$ cat src/rtl/vga_pkg.sv
// Shared types and helpers for the VGA receive path: timing totals, lock FSM
// states and the CRC-16-CCITT step used for frame signatures.
package vga_pkg;

  localparam int COORD_W = 12;

  typedef enum logic [1:0] {
    SEARCH  = 2'd0,
    MEASURE = 2'd1,
    LOCKED  = 2'd2
  } rx_state_e;

  function automatic logic [COORD_W-1:0] timing_total(input int a, input int b,
                                                      input int c, input int d);
    return COORD_W'(a + b + c + d);
  endfunction

  // CRC-16-CCITT (poly 0x1021), one 16-bit word shifted in MSB first.
  function automatic logic [15:0] crc16_next(input logic [15:0] crc,
                                             input logic [15:0] data);
    logic [15:0] c;
    c = crc;
    for (int i = 15; i >= 0; i--) begin
      if (c[15] ^ data[i]) c = {c[14:0], 1'b0} ^ 16'h1021;
      else                 c = {c[14:0], 1'b0};
    end
    return c;
  endfunction

endpackage

$ cat src/rtl/vga_sync_edge.sv
// Registers one sync pin and flags the cycle where it becomes active.
module vga_sync_edge #(
  parameter logic ACTIVE = 1'b0
) (
  input  logic clk,
  input  logic rst,
  input  logic sync_in,
  output logic lead
);

  logic s_q, s_p;

  // Samples reset to the inactive level so reset never fabricates an edge.
  always_ff @(posedge clk) begin
    if (!rst) begin
      s_q <= ~ACTIVE;
      s_p <= ~ACTIVE;
    end else begin
      s_q <= sync_in;
      s_p <= s_q;
    end
  end

  assign lead = (s_q == ACTIVE) && (s_p != ACTIVE);

endmodule

$ cat src/rtl/vga_rx.sv
// VGA receiver: recovers x/y from HSYNC/VSYNC, verifies line/frame periods and
// emits a pixel stream once locked. Define VGA_RX_CRC_EN for a per-frame CRC.
module vga_rx
  import vga_pkg::*;
#(
  parameter int   H_PIXELS     = 640,
  parameter int   H_FRONTPORCH = 16,
  parameter int   H_SYNCTIME   = 96,
  parameter int   H_BACKPORCH  = 48,
  parameter int   V_LINES      = 480,
  parameter int   V_FRONTPORCH = 10,
  parameter int   V_SYNCTIME   = 2,
  parameter int   V_BACKPORCH  = 33,
  parameter logic SYNC_ACTIVE  = 1'b0
) (
  input  logic               clk_pll,
  input  logic               rst,
  input  logic               HSYNC,
  input  logic               VSYNC,
  input  logic [4:0]         RED_IN,
  input  logic [5:0]         GREEN_IN,
  input  logic [4:0]         BLUE_IN,
  output logic               locked,
  output logic               px_valid,
  output logic [COORD_W-1:0] px_x,
  output logic [COORD_W-1:0] px_y,
  output logic [15:0]        px_rgb,
  output logic               frame_start,
  output logic               h_err,
  output logic               v_err,
  output logic [COORD_W-1:0] line_len,
  output logic [COORD_W-1:0] frame_lines,
  output logic [15:0]        frame_crc
);

  localparam logic [COORD_W-1:0] H_TOTAL = timing_total(H_PIXELS, H_FRONTPORCH, H_SYNCTIME, H_BACKPORCH);
  localparam logic [COORD_W-1:0] V_TOTAL = timing_total(V_LINES, V_FRONTPORCH, V_SYNCTIME, V_BACKPORCH);
  localparam logic [COORD_W-1:0] H_LO    = COORD_W'(H_SYNCTIME + H_BACKPORCH);
  localparam logic [COORD_W-1:0] H_HI    = COORD_W'(H_SYNCTIME + H_BACKPORCH + H_PIXELS);
  localparam logic [COORD_W-1:0] V_LO    = COORD_W'(V_SYNCTIME + V_BACKPORCH);
  localparam logic [COORD_W-1:0] V_HI    = COORD_W'(V_SYNCTIME + V_BACKPORCH + V_LINES);
  localparam logic [COORD_W-1:0] CNT_MAX = '1;

  logic [1:0] sync_pins, sync_lead;
  logic       h_lead, v_lead;

  assign sync_pins = {VSYNC, HSYNC};

  for (genvar i = 0; i < 2; i++) begin : g_sync
    vga_sync_edge #(.ACTIVE(SYNC_ACTIVE)) u_edge (
      .clk     (clk_pll),
      .rst     (rst),
      .sync_in (sync_pins[i]),
      .lead    (sync_lead[i])
    );
  end

  assign h_lead = sync_lead[0];
  assign v_lead = sync_lead[1];

  logic [15:0] rgb_q;

  always_ff @(posedge clk_pll) begin
    if (!rst) rgb_q <= '0;
    else      rgb_q <= {RED_IN, GREEN_IN, BLUE_IN};
  end

  rx_state_e          state, state_nxt;
  logic [COORD_W-1:0] h_cnt, v_cnt, h_cur, v_cur, h_len, v_len;
  logic               armed, h_sat, h_bad, v_bad, pix_nxt;

  // h_cur/v_cur are the coordinates of the sample currently in rgb_q.
  always_comb begin
    h_cur = h_cnt;
    if (h_lead)                h_cur = '0;
    else if (h_cnt != CNT_MAX) h_cur = h_cnt + 12'd1;
    v_cur = v_cnt;
    if (v_lead)                          v_cur = '0;
    else if (h_lead && v_cnt != CNT_MAX) v_cur = v_cnt + 12'd1;
  end

  assign h_len = h_cnt + 12'd1;
  assign v_len = v_cnt + 12'd1;
  assign h_sat = !h_lead && (h_cnt == CNT_MAX - 12'd1);

  // No checks while searching; the first line after acquisition may be partial.
  assign h_bad = (state != SEARCH) && ((h_lead && armed && h_len != H_TOTAL) || h_sat);
  assign v_bad = (state != SEARCH) && v_lead && (v_len != V_TOTAL);

  always_comb begin
    state_nxt = state;
    case (state)
      SEARCH:  if (v_lead) state_nxt = MEASURE;
      MEASURE: if (h_bad || v_bad) state_nxt = SEARCH;
               else if (v_lead)    state_nxt = LOCKED;
      LOCKED:  if (h_bad || v_bad) state_nxt = SEARCH;
      default: state_nxt = SEARCH;
    endcase
  end

  assign pix_nxt = (state_nxt == LOCKED) && (h_cur >= H_LO) && (h_cur < H_HI)
                && (v_cur >= V_LO) && (v_cur < V_HI);
  assign locked  = (state == LOCKED);

  always_ff @(posedge clk_pll) begin
    if (!rst) begin
      state <= SEARCH;
      h_cnt <= '0;
      v_cnt <= '0;
      armed <= 1'b0;
    end else begin
      state <= state_nxt;
      h_cnt <= h_cur;
      v_cnt <= v_cur;
      armed <= (state != SEARCH) && (armed || h_lead);
    end
  end

  always_ff @(posedge clk_pll) begin
    if (!rst) begin
      px_valid    <= 1'b0;
      px_x        <= '0;
      px_y        <= '0;
      px_rgb      <= '0;
      frame_start <= 1'b0;
      h_err       <= 1'b0;
      v_err       <= 1'b0;
      line_len    <= '0;
      frame_lines <= '0;
    end else begin
      px_valid    <= pix_nxt;
      frame_start <= pix_nxt && (h_cur == H_LO) && (v_cur == V_LO);
      h_err       <= h_bad;
      v_err       <= v_bad;
      if (pix_nxt) begin
        px_x   <= h_cur - H_LO;
        px_y   <= v_cur - V_LO;
        px_rgb <= rgb_q;
      end
      if (h_lead) line_len    <= h_len;
      if (v_lead) frame_lines <= v_len;
    end
  end

`ifdef VGA_RX_CRC_EN
  logic [15:0] crc_q, crc_nx;

  assign crc_nx = crc16_next(frame_start ? 16'hFFFF : crc_q, px_rgb);

  always_ff @(posedge clk_pll) begin
    if (!rst) begin
      crc_q     <= '0;
      frame_crc <= '0;
    end else if (px_valid) begin
      crc_q <= crc_nx;
      if (px_x == COORD_W'(H_PIXELS - 1) && px_y == COORD_W'(V_LINES - 1))
        frame_crc <= crc_nx;
    end
  end
`else
  assign frame_crc = '0;
`endif

endmodule
$ cat config.mk
export PLATFORM = sky130hd
export DESIGN_NAME = vga_rx
export DESIGN_NICKNAME = d
export VERILOG_FILES = /design/src/rtl/vga_pkg.sv /design/src/rtl/vga_sync_edge.sv /design/src/rtl/vga_rx.sv
export SDC_FILE = /design/constraint.sdc
export NUM_CORES = 1
export LEC_CHECK = 0
export CAP_MARGIN = 20
export CORE_MARGIN = 1.5
export CORE_UTILIZATION = 35
export DETAILED_ROUTE_END_ITERATION = 10
export HOLD_SLACK_MARGIN = 0.05
export PLACE_DENSITY_LB_ADDON = 0.15
export SLEW_MARGIN = 20
export SYNTH_ARGS = -nofsm -noshare
export SYNTH_HDL_FRONTEND = slang
export SYNTH_SLANG_ARGS = --single-unit
$ cat constraint.sdc
create_clock -name clk_pll -period 5.35 [get_ports clk_pll]
set_clock_uncertainty 0.2 [all_clocks]
set_input_delay 1.605 -clock clk_pll [delete_from_list [all_inputs] [get_ports clk_pll]]
set_output_delay 1.605 -clock clk_pll [all_outputs]
set_load 0.01 [all_outputs]
# Word level (Yosys, flattened, before mapping)
# Cells that the tools add are included.
dict set report classes {
  n_addsub 4
  n_lt_le_gt_ge 4
  n_eq_ne 10
  muxes 9
  bitwise_logic 2
  n_reduce_logical 22
}
# operator count
set op_table {}
lappend op_table {{$mux W12} 4}
lappend op_table {{$add A12 B1 Y12 const B} 2}
lappend op_table {{$lt A12 B10 Y1 const B} 2}
lappend op_table {{$ne A12 B10 Y1 const B} 2}
lappend op_table {{$ne A12 B12 Y1 const B} 2}
lappend op_table {{$logic_and A1 B1 Y1} 16}
lappend op_table {{$eq A12 B12 Y1 const B} 1}
lappend op_table {{$eq A12 B6 Y1 const B} 1}
lappend op_table {{$eq A12 B8 Y1 const B} 1}
lappend op_table {{$ge A12 B6 Y1 const B} 1}
lappend op_table {{$ge A12 B8 Y1 const B} 1}
lappend op_table {{$sub A12 B6 Y12 const B} 1}
lappend op_table {{$sub A12 B8 Y12 const B} 1}
lappend op_table {{$mux W2} 4}
lappend op_table {{$pmux W2 S3} 1}
lappend op_table {{$eq A2 B2 Y1 const B} 2}
lappend op_table {{$logic_or A1 B1 Y1} 3}
lappend op_table {{$eq A2 B1 Y1 const B} 1}
lappend op_table {{$logic_not A2 Y1} 1}
lappend op_table {{$not A1 Y1} 2}
lappend op_table {{$reduce_bool A2 Y1} 1}
lappend op_table {{$logic_not A1 Y1} 1}
dict set report totals {
  regBits 115
  in_bits 20
  out_inout_bits 85
  word_cells 69
}

# Depth between registers and ports, before layout
# Gate-level depths: netlist (run 1).
dict set report depth {
  word_depth 16
  ltp_mapped 14
  ltp_nobuf 12
}

# By module
# A second synthesis (run 1) with hierarchy kept.
dict set report hier_totals {
  cells_unflattened 672
  area_unflattened_um2 5746.8
}
# module instances cells_per_inst area_per_inst_um2 seq_area_each_um2
set modules_own_cells {}
lappend modules_own_cells {vga_rx 1 662 5629.1 2222.1}
lappend modules_own_cells {vga_sync_edge 2 5 58.8 40.0}

# Worst setup path after synthesis (run 1)
# No wires, ideal clock.
dict set report synth_timing {
  path_type {reg2reg}
  from {reg v_cnt[1]}
  to {reg px_x[0]}
  arrival_ns 3.691
  path_slack_ns 1.338
  path_stages_with_launch 13
  path_buffers 2
  period_less_slack_ns 4.012
  path_cell_list {dfxtp_1 ha_1 and3_1 clkbuf_1 a31oi_1 xnor2_1 nor2_1 ha_1 or4_1 o31a_1 nor4b_4 buf_8 mux2_4}
}
# element line
set synth_lines {}
lappend synth_lines {{start, declared} vga_rx.sv:69} ;# logic [COORD_W-1:0] h_cnt, v_cnt, h_cur, v_cur, h_len, v_len;
lappend synth_lines {{start signal, assigned} vga_rx.sv:114} ;# v_cnt <= v_cur;
lappend synth_lines {{$ne A12 B12 Y1 (*)} vga_rx.sv:79} ;# else if (h_lead && v_cnt != CNT_MAX) v_cur = v_cnt + 12'd1;
lappend synth_lines {{$logic_and A1 B1 Y1 (*)} vga_rx.sv:79}
lappend synth_lines {{$mux W12 (*)} vga_rx.sv:79}
lappend synth_lines {{$mux W12 (*)} vga_rx.sv:78} ;# if (v_lead) v_cur = '0;
lappend synth_lines {{net v_cur[0]} vga_rx.sv:69}
lappend synth_lines {{$ge A12 B6 Y1} vga_rx.sv:102} ;# && (v_cur >= V_LO) && (v_cur < V_HI);
lappend synth_lines {{$logic_and A1 B1 Y1} vga_rx.sv:102}
lappend synth_lines {{$logic_and A1 B1 Y1 (*)} vga_rx.sv:102}
lappend synth_lines {{end signal, assigned} vga_rx.sv:136} ;# px_x <= h_cur - H_LO;
lappend synth_lines {{end, declared} vga_rx.sv:25} ;# output logic [COORD_W-1:0] px_x,
# Mark *: on every way through the listed nets, which the timed path passes. The rest lies on a longest branch.
# A chain may end at the register's enable or synchronous reset.

# Worst setup path after layout (run 1)
dict set report layout_timing {
  from {reg v_cnt[0]}
  to {reg px_x[0]}
}
# element line
set layout_lines {}
lappend layout_lines {{branches (longest 2 deep; another with $add A12 B1 Y12)} n/a}
lappend layout_lines {{$mux W12 (*)} vga_rx.sv:79}
lappend layout_lines {{$mux W12 (*)} vga_rx.sv:78}
lappend layout_lines {{net v_cur[0]} vga_rx.sv:69}
lappend layout_lines {{$ge A12 B6 Y1} vga_rx.sv:102}
lappend layout_lines {{$logic_and A1 B1 Y1} vga_rx.sv:102}
lappend layout_lines {{$logic_and A1 B1 Y1 (*)} vga_rx.sv:102}
# Mark *: on every way through the listed nets, which the timed path passes.

==> results of run 1 <==
[critical path: stages, from the launching register on]
cell and delay, ns:
dfxtp_1 0.49, ha_1 0.36, and3_1 0.47, a31oi_1 0.32
xnor2_1 0.32, nor2_1 0.07, ha_1 0.28, or4_1 0.55
o31a_1 0.30, nor4b_4 0.33, buf_12 0.32, mux2_4 0.33
[Yosys cell counts, types with 6 or more instances]
| library cell | number | area share, % |
|---|---|---|
| a211oi_1 | 23 | 3.0 |
| a21oi_1 | 12 | 1.1 |
| and2_1 | 33 | 3.6 |
| and3_1 | 9 | 0.99 |
| buf_1 | 6 | 0.40 |
| buf_4 | 19 | 2.5 |
| clkbuf_1 | 28 | 1.9 |
| dfxtp_1 | 115 | 41 |
| ha_1 | 7 | 1.5 |
| inv_1 | 11 | 0.73 |
| mux2i_1 | 37 | 6.5 |
| nand2_1 | 81 | 5.4 |
| nand2b_1 | 10 | 1.1 |
| nand3_1 | 13 | 1.1 |
| nand4_1 | 13 | 1.4 |
| nor2_1 | 57 | 3.8 |
| nor3_1 | 16 | 1.4 |
| o21ai_0 | 17 | 1.5 |
| o31a_1 | 6 | 0.93 |
| or3_1 | 7 | 0.77 |
| xnor2_1 | 14 | 2.2 |
| xor2_1 | 15 | 2.3 |
[power breakdown]
part | total (mW) | switching, mW | internal, mW | leakage [nW]
sequential | 0.893 | 0.0135 | 0.880 | 0.936
combinational | 0.126 | 0.0684 | 0.0579 | 1.33
clock | 1.19 | 0.386 | 0.799 | 0.300
[cell families (layout without fill, tap and decap cells)]
logic type               after synthesis  in the layout  share of synthesized area (%)
AND/OR/NAND/NOR                      270            270                           24.4
flip-flops                           115            115                           40.6
AO/OA/AOI/OAI                        110            110                           14.1
buffers and inverters                 75            136                           7.20
multiplexers                          41             41                           7.60
XOR/XNOR                              29             29                           4.48
adder cells (fa/ha/maj)                7              7                           1.55
other                                  1             16                         0.0662
[stage by stage]
step	setup WS [ns]	power (mW)	cell area (sq um)	hold WS [ns]	utilization, %
final	0.883	2.20	7190	0.238	45.5
after global routing	0.589	2.29	7190	0.273	45.5
after CTS	0.899	2.24	7190	0.239	45.5
after detailed placement	0.926	1.04	6580	0.234	41.5
after global placement	1.04	1.03	6550	0.227	41.4
after floorplan	1.34	0.991	5720	0.224	-
[how the worst max path moves through the flow]
stage / cells past startpoint / slack, ns / from / to
6_report: 11 / 0.88 / v_cnt[0] / px_x[0]
2_1_floorplan: 12 / 1.34 / v_cnt[1] / px_x[0]
3_5_place_dp: 11 / 0.93 / v_cnt[0] / px_x[0]
3_3_place_gp: 11 / 1.04 / v_cnt[0] / px_x[0]
5_1_grt: 11 / 0.59 / v_cnt[0] / px_x[0]
4_1_cts: 11 / 0.90 / v_cnt[0] / px_x[3]
[final cells by class]
class                      instances  area (sq um)
clock buffer                      22           464
clock inverter                    10           155
fill                            1551          8630
inverter                          11          41.3
multi-input combinational        473          3020
sequential                       115          2300
tap                              216           270
timing repair buffer              93           946
[layer usage]
layer	vias up	global-route usage (%)
met2	142	23.7
met1	2163	23.0
li1	2381	-
met3	15	5.62
met5	-	0
met4	0	8.24
[flip-flops by register name (all words and copies together), names as in the netlist]
signal,count
px_x,12
px_valid,1
v_err,1
line_len,12
state,2
g_sync.u_edge.s_p,2
px_y,12
rgb_q,16
h_cnt,12
h_err,1
v_cnt,12
armed,1
px_rgb,16
frame_start,1
frame_lines,12
g_sync.u_edge.s_q,2
[cell usage in the layout (no fill, tap or decap), types with 5 or more instances in the layout]
master and instances:
o21ai_0 17, or3_1 7, a311oi_1 5, a211oi_1 23, xnor2_1 14, and4_1 5
dfxtp_1 115, nand4_1 13, o31a_1 6, a21oi_1 12, conb_1 16, and3_1 9
xor2_1 15, and2_1 33, o211ai_1 5, inv_1 11, a31oi_1 5, nand2_1 81
nand2b_1 10, nand3_1 13, ha_1 7, clkbuf_16 17, nor3_1 16, clkdlybuf4s50_1 87
nor2_1 57, mux2i_1 37, o21a_1 5
==> flow_metrics.env, run 1 <==
export IMPL_antenna_cells=0
export IMPL_slew_headroom_pct=41.1
export IMPL_grt_pass1_wl_um=22400
export IMPL_routed_wl_um=13800
export IMPL_finalCritPeriodShare_pct=83.5
export IMPL_hpwl_um=9660
export IMPL_synthCells=648
export IMPL_gp_congestion=0.856
export IMPL_viasPerCell=5.00
export IMPL_clkTransAtPathRegs_ns=0.05
export IMPL_dp_cells=908
export IMPL_r2r_setup_slack_ns=0.88
export IMPL_grt_setup_unrepaired="false"
export IMPL_cp_arrival_ns=4.57
export IMPL_grt_pass1_vias=4424
export IMPL_fin_tns_setup_ns=0
export IMPL_synth_area_sq_mm=0.00567
export IMPL_cp_max_fo=40
export IMPL_drv_slew=0
export IMPL_postCtsSetupRepairBufs=0
export IMPL_syn2layout_area_growth_pct=27.0
export IMPL_wl_per_cell_um=14.6
export IMPL_seq_area_frac_synth_pct=40.6
export IMPL_r2r_end="px_x[0]"
export IMPL_overflow=0
export IMPL_floorplan_initialDensity_pct=35.8
export IMPL_clk_latency_ns=0.42
export IMPL_rr_worst_depth=11
export IMPL_ant_nets=0
export IMPL_synth_ff_type="dfxtp_1"
export IMPL_hold_viol=0
export IMPL_status="finished, final reports clean"
export IMPL_irDropWorstVdd_v=0.000213
export IMPL_route_met2_wl_um=5850
export IMPL_cts_resized=0
export IMPL_root_buffer="clkbuf_16"
export IMPL_antenna_found_initial=0
export IMPL_synth_edff_count=0
export IMPL_grt_usage_pct=16.9
export IMPL_io_buffers=88
export IMPL_wl_met1_um=6820
export IMPL_cts_sinks=115
export IMPL_rows=46
export IMPL_numCtsBuffers=17
export IMPL_nets=738
export IMPL_crit_type="register to register"
export IMPL_yosysWarnings=0
export IMPL_tightest_slew_ns=0.884
export IMPL_cp_required_ns=5.45
export IMPL_synth_area_per_cell_sq_um=8.74
export IMPL_cts_hold_buf=0
export IMPL_p_per_area_mw_per_mm2=306
export IMPL_tritoncts="done"
export IMPL_critPathCaptureType="register"
export IMPL_cp_start_kind="register"
export IMPL_drt_iter0_drc=411
export IMPL_drive_gt1_share_pct=6.77
export IMPL_highest_layer="met4"
export IMPL_die_area_sq_mm=0.0170
export IMPL_maxCapViolations=0
export IMPL_rr_startpoint="v_cnt[0]"
export IMPL_num_vias=4701
export IMPL_drc=0
export IMPL_dieHeight_um=130
export IMPL_hp_class="register to register"
export IMPL_ctsHtreeMaxLevel=4
export IMPL_met3WireLength_um=841
export IMPL_grt_max_degree=52
export IMPL_ios=105
export IMPL_synth_cell_types=60
export IMPL_core_sq_mm=0.0158
export IMPL_power_leakage_nw=2.56
export IMPL_fmax_mhz=224
export IMPL_ys_async_sr_fraction_pct=0
export IMPL_min_path_cells=2
export IMPL_die_w_um=130
export IMPL_clk_path_buf_depth=2
export IMPL_period_minus_slack_ns=4.47
export IMPL_hold_start="rgb_q[15]"
export IMPL_final_cells=940
export IMPL_holdPathEnd="px_rgb[15]"
export IMPL_synth_ff_latch_count=115
export IMPL_setup_viol=0
export IMPL_first_pass_iters=4
No activity file was read; power rests on OpenSTA's default activity.
==> inputs of run 2 (changes only) <==
Clock period 5.35 ns to 4.65 ns, I/O delays scaled along.
==> flow_metrics.env, run 2 (synthesis results as in run 1) <==
export IMPL_grt_max_degree=63
export IMPL_slew_headroom_pct=41.9
export IMPL_hold_viol=0
export IMPL_grt_pass1_wl_um=23000
export IMPL_p_per_area_mw_per_mm2=357
export IMPL_syn2layout_area_growth_pct=27.9
export IMPL_antenna_found_initial=0
export IMPL_cpMaxStageDelayCell="or4_1"
export IMPL_cp_max_fo=40
export IMPL_holdWs_ns=0.239
export IMPL_numCtsBuffers=17
export IMPL_io_buffers=88
export IMPL_antenna_cells=0
export IMPL_wl_per_cell_um=15.2
export IMPL_crit_chain="ha_1 -> and3_1 -> a31oi_1 -> nor2_1 -> a21oi_1 -> nor2_1 -> ha_1 -> or4_1 -> o31a_1 -> nor4b_4 -> buf_12 -> mux2_4"
export IMPL_period_minus_slack_ns=4.14
export IMPL_cp_start_kind="register"
export IMPL_ios=105
export IMPL_grt_usage_pct=17.5
export IMPL_drive_gt1_share_pct=7.67
export IMPL_cp_required_ns=4.76
export IMPL_floorplan_initialDensity_pct=35.8
export IMPL_slowest_delay_ns=0.53
export IMPL_top_regs="px_rgb: 16 flops, rgb_q: 16 flops"
export IMPL_first_pass_iters=7
export IMPL_clk_latency_ns=0.42
export IMPL_finalCritPeriodShare_pct=88.9
export IMPL_ant_nets=0
export IMPL_die_area_sq_mm=0.0170
export IMPL_dieHeight_um=130
export IMPL_clk_path_buf_depth=2
export IMPL_cp_arrival_ns=4.24
export IMPL_core_sq_mm=0.0158
export IMPL_root_buffer="clkbuf_16"
export IMPL_final_common_cell="dfxtp_1"
export IMPL_clkTransAtPathRegs_ns=0.05
export IMPL_fin_tns_setup_ns=0
export IMPL_cts_resized=0
export IMPL_drv_slew=0
export IMPL_grt_setup_unrepaired="false"
export IMPL_nets=744
export IMPL_cts_sinks=115
export IMPL_critPathCaptureType="register"
export IMPL_viasPerCell=5.05
export IMPL_post_dp_cell_area_sq_mm=0.00660
export IMPL_num_fill_cells=1592
export IMPL_num_vias=4775
export IMPL_cts_hold_buf=0
export IMPL_power_leakage_nw=2.60
export IMPL_ctsHtreeMaxLevel=4
export IMPL_tightest_slew_ns=0.866
export IMPL_status="finished, final reports clean"
export IMPL_drt_iter0_drc=326
export IMPL_setup_viol=0
export IMPL_die_w_um=130
export IMPL_overflow=0
export IMPL_irDropWorstVdd_v=0.000252
export IMPL_gp_congestion=0.854
export IMPL_hpwl_um=10000
export IMPL_path_buf_inv=1
export IMPL_finalInstanceArea_sq_mm=0.00725
export IMPL_layout_common_cells="dfxtp_1, clkdlybuf4s50_1, nand2_1"
export IMPL_rows=46
export IMPL_tritoncts="done"
export IMPL_routed_wl_um=14300
export IMPL_postCtsSetupRepairBufs=0
export IMPL_crit_type="register to register"
export IMPL_crit_family="simple AND/OR/NAND/NOR gates"
export IMPL_grt_pass1_vias=4459
export IMPL_drc=0
export IMPL_hp_class="register to register"
export IMPL_finalPower_mw=2.59
export IMPL_maxCapViolations=0
export IMPL_fmax_mhz=242
run 2: cell count changes in the layout (fill, tap and decap cells not counted), sizes merged:
| cell | delta |
|---|---|
| buf | +6 |
| clkbuf | +2 |
| clkinv | -1 |
| clkinvlp | -1 |
run 2: path summary, 6_finish.rpt:
kind                 start         to  slack (ns)  cells after the start
setup / recovery  v_cnt[0]    px_x[0]        0.51                     12
setup reg to reg  v_cnt[0]    px_x[0]        0.51                     12
hold reg to reg   rgb_q[1]  px_rgb[1]        0.24                      2
hold / removal    rgb_q[1]  px_rgb[1]        0.24                      2
run 2: per-layer routing:
layer / GRT usage, % / share of wire, % / vias up
met5: 0 / 0 / -
met4: 6.27 / 1.3 / 0
met3: 6.03 / 6.3 / 17
met2: 26.2 / 43 / 123
met1: 23.4 / 50 / 2237
li1: - / - / 2398
run 2: worst min-delay path, stage by stage (launching register included):
cell and delay, ns:
dfxtp_1 0.29, nand2_1 0.04, mux2i_1 0.05
run 2: final cells by class:
cell class | count | area [sq um] | area share (%)
clock buffers | 24 | 502 | 6.92
clock inverters | 8 | 146 | 2.02
inverters | 11 | 41.3 | 0.570
multi-input cells | 473 | 3020 | 41.6
flip-flops and latches | 115 | 2300 | 31.8
well taps | 216 | 270 | 3.73
repair buffers | 99 | 971 | 13.4
run 2: power breakdown:
part	internal, mW	total (mW)	switching [mW]
clock	0.967	1.42	0.451
sequential	1.01	1.03	0.0144
combinational	0.0662	0.146	0.0799
total	2.04	2.59	0.545
run 2: metrics by stage:
stage | setup WS, ns | utilization (%) | instances
2_1_floorplan | 0.638 | - | 663
3_3_place_gp | 0.598 | 41.7 | 914
3_5_place_dp | 0.539 | 41.7 | 914
4_1_cts | 0.510 | 45.8 | 946
5_1_grt | 0.263 | 45.8 | 946
6_report | 0.515 | 45.8 | 946
==> inputs of run 3 (changes only) <==
Settings changed: SETUP_SLACK_MARGIN set to 0.3.
==> flow_metrics.env, run 3 (synthesis results as in run 1) <==
export IMPL_viasPerCell=5.07
export IMPL_rr_worst_depth=10
export IMPL_routed_wl_um=14300
export IMPL_antenna_found_initial=0
export IMPL_min_path_cells=2
export IMPL_num_vias=4795
export IMPL_layout_common_cells="dfxtp_1, clkdlybuf4s50_1, nand2_1"
export IMPL_regArea_sq_mm=0.00230
export IMPL_cts_hold_buf=0
export IMPL_root_buffer="clkbuf_16"
export IMPL_tritoncts="done"
export IMPL_ctsHtreeMaxLevel=4
export IMPL_finalPower_mw=2.59
export IMPL_fmax_mhz=246
export IMPL_cp_max_fo=40
export IMPL_grt_setup_unrepaired="false"
export IMPL_dieHeight_um=130
export IMPL_numCtsBuffers=17
export IMPL_status="finished, final reports clean"
export IMPL_num_fill_cells=1591
export IMPL_fin_tns_setup_ns=0
export IMPL_critPathCaptureType="register"
export IMPL_ios=105
export IMPL_cp_required_ns=4.76
export IMPL_cp_start_kind="register"
export IMPL_clk_path_buf_depth=2
export IMPL_wl_per_cell_um=15.2
export IMPL_p_per_area_mw_per_mm2=357
export IMPL_postCtsSetupRepairBufs=0
export IMPL_tightest_slew_ns=0.858
export IMPL_ant_nets=0
export IMPL_period_minus_slack_ns=4.07
export IMPL_die_area_sq_mm=0.0170
export IMPL_grt_usage_pct=17.5
export IMPL_floorplan_initialDensity_pct=35.8
export IMPL_multiInputGateArea_sq_mm=0.00302
export IMPL_die_w_um=130
export IMPL_drive_gt1_share_pct=7.81
export IMPL_gp_congestion=0.854
export IMPL_nets=744
export IMPL_slew_headroom_pct=42.5
export IMPL_hold_viol=0
export IMPL_core_sq_mm=0.0158
export IMPL_grt_pass1_wl_um=23000
export IMPL_rows=46
export IMPL_finalCritPeriodShare_pct=87.4
export IMPL_drv_slew=0
export IMPL_top_regs="px_rgb: 16 flops, rgb_q: 16 flops"
export IMPL_clkTransAtPathRegs_ns=0.05
export IMPL_antenna_cells=0
export IMPL_crit_type="register to register"
export IMPL_cp_arrival_ns=4.17
export IMPL_holdWs_ns=0.239
export IMPL_drc=0
export IMPL_syn2layout_area_growth_pct=28.0
export IMPL_setup_viol=0
export IMPL_first_pass_iters=7
export IMPL_hp_class="register to register"
export IMPL_maxCapViolations=0
export IMPL_grt_pass1_vias=4459
export IMPL_io_buffers=88
export IMPL_irDropWorstVdd_v=0.000252
export IMPL_cts_sinks=115
export IMPL_drt_iter0_drc=327
export IMPL_grt_max_degree=63
export IMPL_final_common_cell="dfxtp_1"
export IMPL_overflow=0
export IMPL_hpwl_um=10000
export IMPL_power_leakage_nw=2.60
export IMPL_clk_latency_ns=0.42
==> run 3: cell counts in the layout (fill, tap and decap cells not counted) <==
Identical to the previous run, type by type.
==> run 3: critical path, stage by stage, from the launching register on <==
cell	delay, ns
dfxtp_1	0.49
and4_1	0.59
a31oi_2	0.27
xnor2_1	0.29
nor2_1	0.07
ha_1	0.23
or4_1	0.53
o31a_1	0.30
nor4b_4	0.33
buf_12	0.32
mux2_4	0.33
==> run 3: area by class of cell <==
cell class | count | share of cell area, %
multi-input cells | 473 | 41.7
flip-flops and latches | 115 | 31.7
repair buffers | 99 | 13.4
clock buffers | 24 | 6.92
well taps | 216 | 3.73
clock inverters | 8 | 2.02
inverters | 11 | 0.569
==> run 3: what timing repair did <==
item | CTS | global route
endpoints found under the setup margin | 0 | 4
resized for setup | 0 | 1
hold endpoints to repair | 0 | 0
==> run 3: per-layer routing <==
layer / track usage [%] / wire length [um] / vias up
met1: 23.4 / 7130 / 2239
met2: 26.2 / 6090 / 141
met3: 6.03 / 932 / 19
li1: - / - / 2396
met5: 0 / 0 / -
met4: 6.27 / 189 / 0
==> run 3: final timing paths <==
kind,from,end,slack (ns)
worst min-delay path,rgb_q[1],px_rgb[1],0.24
worst min register to register,rgb_q[1],px_rgb[1],0.24
worst max-delay path,v_cnt[5],px_x[0],0.58
worst max register to register,v_cnt[5],px_x[0],0.58
==> run 3: where the power goes <==
part	internal [mW]	total [mW]	switching, mW
Combinational	0.0663	0.146	0.0800
Sequential	1.01	1.03	0.0144
Clock	0.967	1.42	0.451
Total	2.04	2.59	0.546
==> run 3: stage by stage <==
step / utilization [%] / cell area, sq um / instances / worst slack, ns
floorplan: - / 5720 / 663 / 0.638
global placement: 41.7 / 6600 / 914 / 0.598
detailed placement: 41.7 / 6600 / 914 / 0.539
CTS: 45.8 / 7250 / 946 / 0.510
global route: 45.8 / 7250 / 946 / 0.380
finish: 45.8 / 7250 / 946 / 0.585
==> edit 1, RTL diff (settings of run 2) <==
Add an input register stage for `HSYNC`, `VSYNC`, `RED_IN`, `GREEN_IN` and `BLUE_IN`, cleared by the reset; this delays them by one clock.
--- a/src/rtl/vga_rx.sv
+++ b/src/rtl/vga_rx.sv
@@ -41,10 +41,32 @@
   localparam logic [COORD_W-1:0] V_HI    = COORD_W'(V_SYNCTIME + V_BACKPORCH + V_LINES);
   localparam logic [COORD_W-1:0] CNT_MAX = '1;
 
+  logic HSYNC_q;
+  logic VSYNC_q;
+  logic [4:0] RED_IN_q;
+  logic [5:0] GREEN_IN_q;
+  logic [4:0] BLUE_IN_q;
+
+  always_ff @(posedge clk_pll) begin
+    if (!rst) begin
+      HSYNC_q    <= '0;
+      VSYNC_q    <= '0;
+      RED_IN_q   <= '0;
+      GREEN_IN_q <= '0;
+      BLUE_IN_q  <= '0;
+    end else begin
+      HSYNC_q    <= HSYNC;
+      VSYNC_q    <= VSYNC;
+      RED_IN_q   <= RED_IN;
+      GREEN_IN_q <= GREEN_IN;
+      BLUE_IN_q  <= BLUE_IN;
+    end
+  end
+
   logic [1:0] sync_pins, sync_lead;
   logic       h_lead, v_lead;
 
-  assign sync_pins = {VSYNC, HSYNC};
+  assign sync_pins = {VSYNC_q, HSYNC_q};
 
   for (genvar i = 0; i < 2; i++) begin : g_sync
     vga_sync_edge #(.ACTIVE(SYNC_ACTIVE)) u_edge (
@@ -62,7 +84,7 @@
 
   always_ff @(posedge clk_pll) begin
     if (!rst) rgb_q <= '0;
-    else      rgb_q <= {RED_IN, GREEN_IN, BLUE_IN};
+    else      rgb_q <= {RED_IN_q, GREEN_IN_q, BLUE_IN_q};
   end
 
   rx_state_e          state, state_nxt;
Function: changed (Yosys sat finds a counterexample within 4 cycles, from zero or initial values and one cycle with rst low).
==> edit 1 against run 2 <==
Critical path depth stayed put; sequential share of layout area is 2.2 points higher; final cell count is 7.6% higher; global-route usage hardly changed; cell area is 8.0% higher; setup slack better by 0.060 ns; area after synthesis is 12% higher; die area is 12% higher; routed wire length is 11% higher; clock power is 5% lower; power is 4.7% higher; sequential cell count is 18 higher.
==> edit 1: results <==
set metrics [dict create \
    worstPathArrival_ns 4.18 \
    tightestPinTransition_ns 1.01 \
    cts_buffer_depth 2 \
    grt_pass1_wl_um 25900 \
    place_inst 986 \
    num-fill-cells 1786 \
    drtIter0Drc 385 \
    crit_path_top_delay_cell "dfxtp_1" \
    crit_family "simple AND/OR/NAND/NOR gates" \
    viasPerCell 5.08 \
    layout_worst_path_cycle_share_pct 87.6 \
    fin_cells 1018 \
    min_path_type "reg -> reg" \
    async_reset_ff_share_pct 0 \
    hpwlAfterDp_um 11000 \
    post_dp_cell_area_mm2 0.00724 \
    cts_buffers 17 \
    synthFlopType "dfxtp_1" \
    grt_pass1_vias 4926 \
    r2r_setup_slack_ns 0.57 \
    worst_hold_slack_ns 0.211 \
    max_stage_delay_ns 0.50 \
    htree_levels 4 \
    place_ws_ns 0.600 \
    yosysUniqueCellTypes 72 \
    grt_max_degree 116 \
    power.ir.vdd_worst_uv 243 \
    port_buffers 88 \
    synth_area_leaders "dfxtp_1 42%, mux2i_1 7.6%, nand2_1 5.8%, and2_1 4.1%, nor2_1 3.8%" \
    power.density_mw_per_mm2 346 \
    yosys_warnings 0 \
    insertion_delay_ns 0.42 \
    wl_um 15900 \
    min_from "HSYNC_q" \
    fin_nets 803 \
    gp_congestion 0.890 \
    dr.pass1.iters 5 \
    reg_top3 "px_rgb: 16 flops, rgb_q: 16 flops" \
    drive_above_1_share_pct 8.24 \
    grtUsageTotal_pct 17.6 \
    root_buffer "clkbuf_16" \
    netlist_instances 715 \
    yosysSeqAreaShare_pct 41.9 \
    antenna_found_initial 0 \
    outcome "finished clean" \
    leakage_uw 0.00289 \
    critPathLaunch "h_cnt[0]" \
    synth_common_cells "133 x dfxtp_1, 98 x nand2_1, 65 x nor2_1" \
    critPathMaxFanout 20 \
]
-- edit 1: cell count changes in the layout (fill, tap and decap cells not counted), moves of 4 or more --
cell      delta
xor2_1       -6
clkinv_4     +4
nor2_1       +8
mux2i_1     +11
and2_1       +9
nand4_1      -4
dfxtp_1     +18
clkbuf_8     -4
nand2_1     +17
o21a_1       -4
xnor2_1      +8
-- edit 1: logic make-up (layout without fill, tap and decap cells) --
kind of cell | after synthesis | in the layout | share of synthesized area [%]
AND/OR/NAND/NOR | 308 | 308 | 25.0
flip-flops | 133 | 133 | 41.9
AO/OA/AOI/OAI | 102 | 102 | 12.1
buffers and inverters | 82 | 141 | 7.19
multiplexers | 51 | 51 | 8.15
XOR/XNOR | 31 | 31 | 4.27
adder cells (fa/ha/maj) | 7 | 7 | 1.38
other | 1 | 16 | 0.0590
-- edit 1: final cells by class --
cell class	count	share of cell area, %
Clock inverter	13	1.92
Timing Repair Buffer	97	12.1
Clock buffer	19	5.66
Multi-Input combinational cell	515	42.1
Sequential cell	133	34.0
Tap cell	229	3.66
Inverter	12	0.575
-- edit 1: per-layer routing --
layer  up-vias  share of wire, %  GRT usage, %  routed length, um
li1       2572                 -             -                  -
met1      2406                48          24.1               7570
met2       172                43          25.8               6910
met3        17               7.7          5.59               1230
met4         0               1.2          6.42                189
met5         -                 0             0                  0
-- edit 1: path summary, 6_finish.rpt --
kind,to,depth (start not counted)
setup / recovery,px_x[2],12
hold / removal,g_sync[0].u_edge.s_q,1
setup reg to reg,px_x[2],12
hold reg to reg,g_sync[0].u_edge.s_q,1
-- edit 1: power breakdown --
group | leakage (uW) | internal (uW) | switching [uW]
sequential | 0.00109 | 1170 | 18.4
clock | 0.000290 | 812 | 535
combinational | 0.00152 | 76.1 | 95.8
==> edit 2, RTL diff (config.mk and constraints of run 2) <==
Made on the original files. The option `VGA_RX_CRC_EN` is turned on by a define.
--- a/src/rtl/vga_rx.sv
+++ b/src/rtl/vga_rx.sv
@@ -1,5 +1,7 @@
 // VGA receiver: recovers x/y from HSYNC/VSYNC, verifies line/frame periods and
 // emits a pixel stream once locked. Define VGA_RX_CRC_EN for a per-frame CRC.
+`define VGA_RX_CRC_EN
+
 module vga_rx
   import vga_pkg::*;
 #(
Check against the original RTL: no difference found for any inputs over 4 cycles, from zero or initial values and one cycle with rst low; that may be too few to reach the edited logic, so the function may still have changed.
==> edit 2 against run 2 <==
Clock power shrank 8%; critical endpoint is now px_y[8]; routed wire length increased by 47%; power increased by 6.8%; global-route usage grew 0.54 points; cell area up 31%; sequential cell count is 32 higher; setup slack worse by 0.12 ns; area after synthesis up 37%; sequential share of layout area down 0.85 points.
==> edit 2: results <==
set metrics [dict create \
    outcome "finished clean" \
    yosysSeqAreaShare_pct 37.8 \
    power.ir.vdd_worst_uv 221 \
    synthFlopType "dfxtp_1" \
    num-fill-cells 2189 \
    async_reset_ff_share_pct 0 \
    wl_um 21100 \
    worstPathArrival_ns 4.36 \
    leakage_uw 0.00351 \
    grt_pass1_wl_um 33300 \
    port_buffers 104 \
    synth_common_cells "147 x dfxtp_1, 107 x nor2_1, 93 x nand2_1" \
    gp_congestion 0.859 \
    syn-num-nets 902 \
    dr.pass1.iters 5 \
    synth_area_leaders "dfxtp_1 38%, mux2i_1 8.6%, xnor2_1 6.2%, nor2_1 5.2%, nand2_1 4.5%" \
    htree_levels 4 \
    yosysUniqueCellTypes 85 \
    clk_pin_slew_ns 0.07 \
    regToRegStartpoint "h_cnt[0]" \
    crit_end "px_y[8]" \
    grt_pass1_vias 5972 \
    critPathMaxFanout 16 \
    worst_r2r_path_depth 15 \
    grt_max_degree 57 \
    drive_above_1_share_pct 8.95 \
    hpwlAfterDp_um 15200 \
    drtIter0Drc 380 \
    tightestPinTransition_ns 0.665 \
    insertion_delay_ns 0.42 \
    fin_nets 975 \
    r2r_setup_slack_ns 0.40 \
    num_vias 6353 \
    grtUsageTotal_pct 18.1 \
]
-- edit 2: cells by family (layout without fill, tap and decap cells) --
family	after synthesis	count (layout)	synth area share (%)
compound gates	129	129	12.5
simple gates	358	358	23.6
fa+ha+maj	7	7	1.12
xor+xnor	82	82	10.1
flops	147	147	37.8
mux	71	71	9.39
buf+inv	81	167	5.48
-- edit 2: metrics by stage --
| stage | util [%] | setup WS (ns) | total power [uW] | instances | area [um2] |
|---|---|---|---|---|---|
| finish | 43.6 | 0.397 | 2770 | 1241 | 9520 |
| global route | 43.6 | 0.0732 | 2870 | 1241 | 9520 |
| CTS | 43.6 | 0.423 | 2810 | 1241 | 9510 |
| detailed placement | 41.0 | 0.457 | 1490 | 1209 | 8950 |
| global placement | 41.0 | 0.531 | 1490 | 1209 | 8950 |
| floorplan | - | 1.02 | 1420 | 875 | 7780 |
-- edit 2: worst min-delay path by stage --
stage | startpoint | end | slack (ns) | cells past startpoint
after detailed placement | rgb_q[15] | px_rgb[15] | 0.24 | 2
after global placement | rgb_q[15] | px_rgb[15] | 0.23 | 2
after floorplan | rgb_q[10] | px_rgb[10] | 0.22 | 2
after CTS | rgb_q[10] | px_rgb[10] | 0.24 | 2
final | rgb_q[0] | px_rgb[0] | 0.24 | 2
after global routing | rgb_q[10] | px_rgb[10] | 0.26 | 2
-- edit 2: power by group --
part / switching, uW / internal [uW]
combinational: 84.2 / 68.5
sequential: 17.6 / 1280
clock: 599 / 714
-- edit 2: layout make-up --
type / count / area share (%)
Timing Repair Buffer: 121 / 12.5
Multi-Input combinational cell: 647 / 46.5
Clock buffer: 18 / 4.61
Sequential cell: 147 / 30.9
Clock inverter: 14 / 1.26
Tap cell: 280 / 3.68
Inverter: 14 / 0.552
-- edit 2: worst max-delay path, cell delays in order (launching register included) --
cell and delay [ns]:
dfxtp_1 0.56, ha_1 0.46, and4_1 0.32, nand3_1 0.11, buf_4 0.20, nand2_1 0.07
nand2_1 0.07, ha_1 0.26, nand2_1 0.11, nor4b_1 0.36, a31o_1 0.21, a221oi_1 0.08
and4b_4 0.36, nand4b_4 0.34, buf_4 0.31, mux2i_1 0.11
-- edit 2: layer usage --
metal | part of all wire (%) | global-route usage, % | vias to the layer above
li1 | - | - | 3202
met1 | 49 | 25.1 | 3006
met2 | 47 | 28.7 | 134
met3 | 3.5 | 3.75 | 11
met4 | 0.79 | 4.30 | 0
met5 | 0 | 0 | -
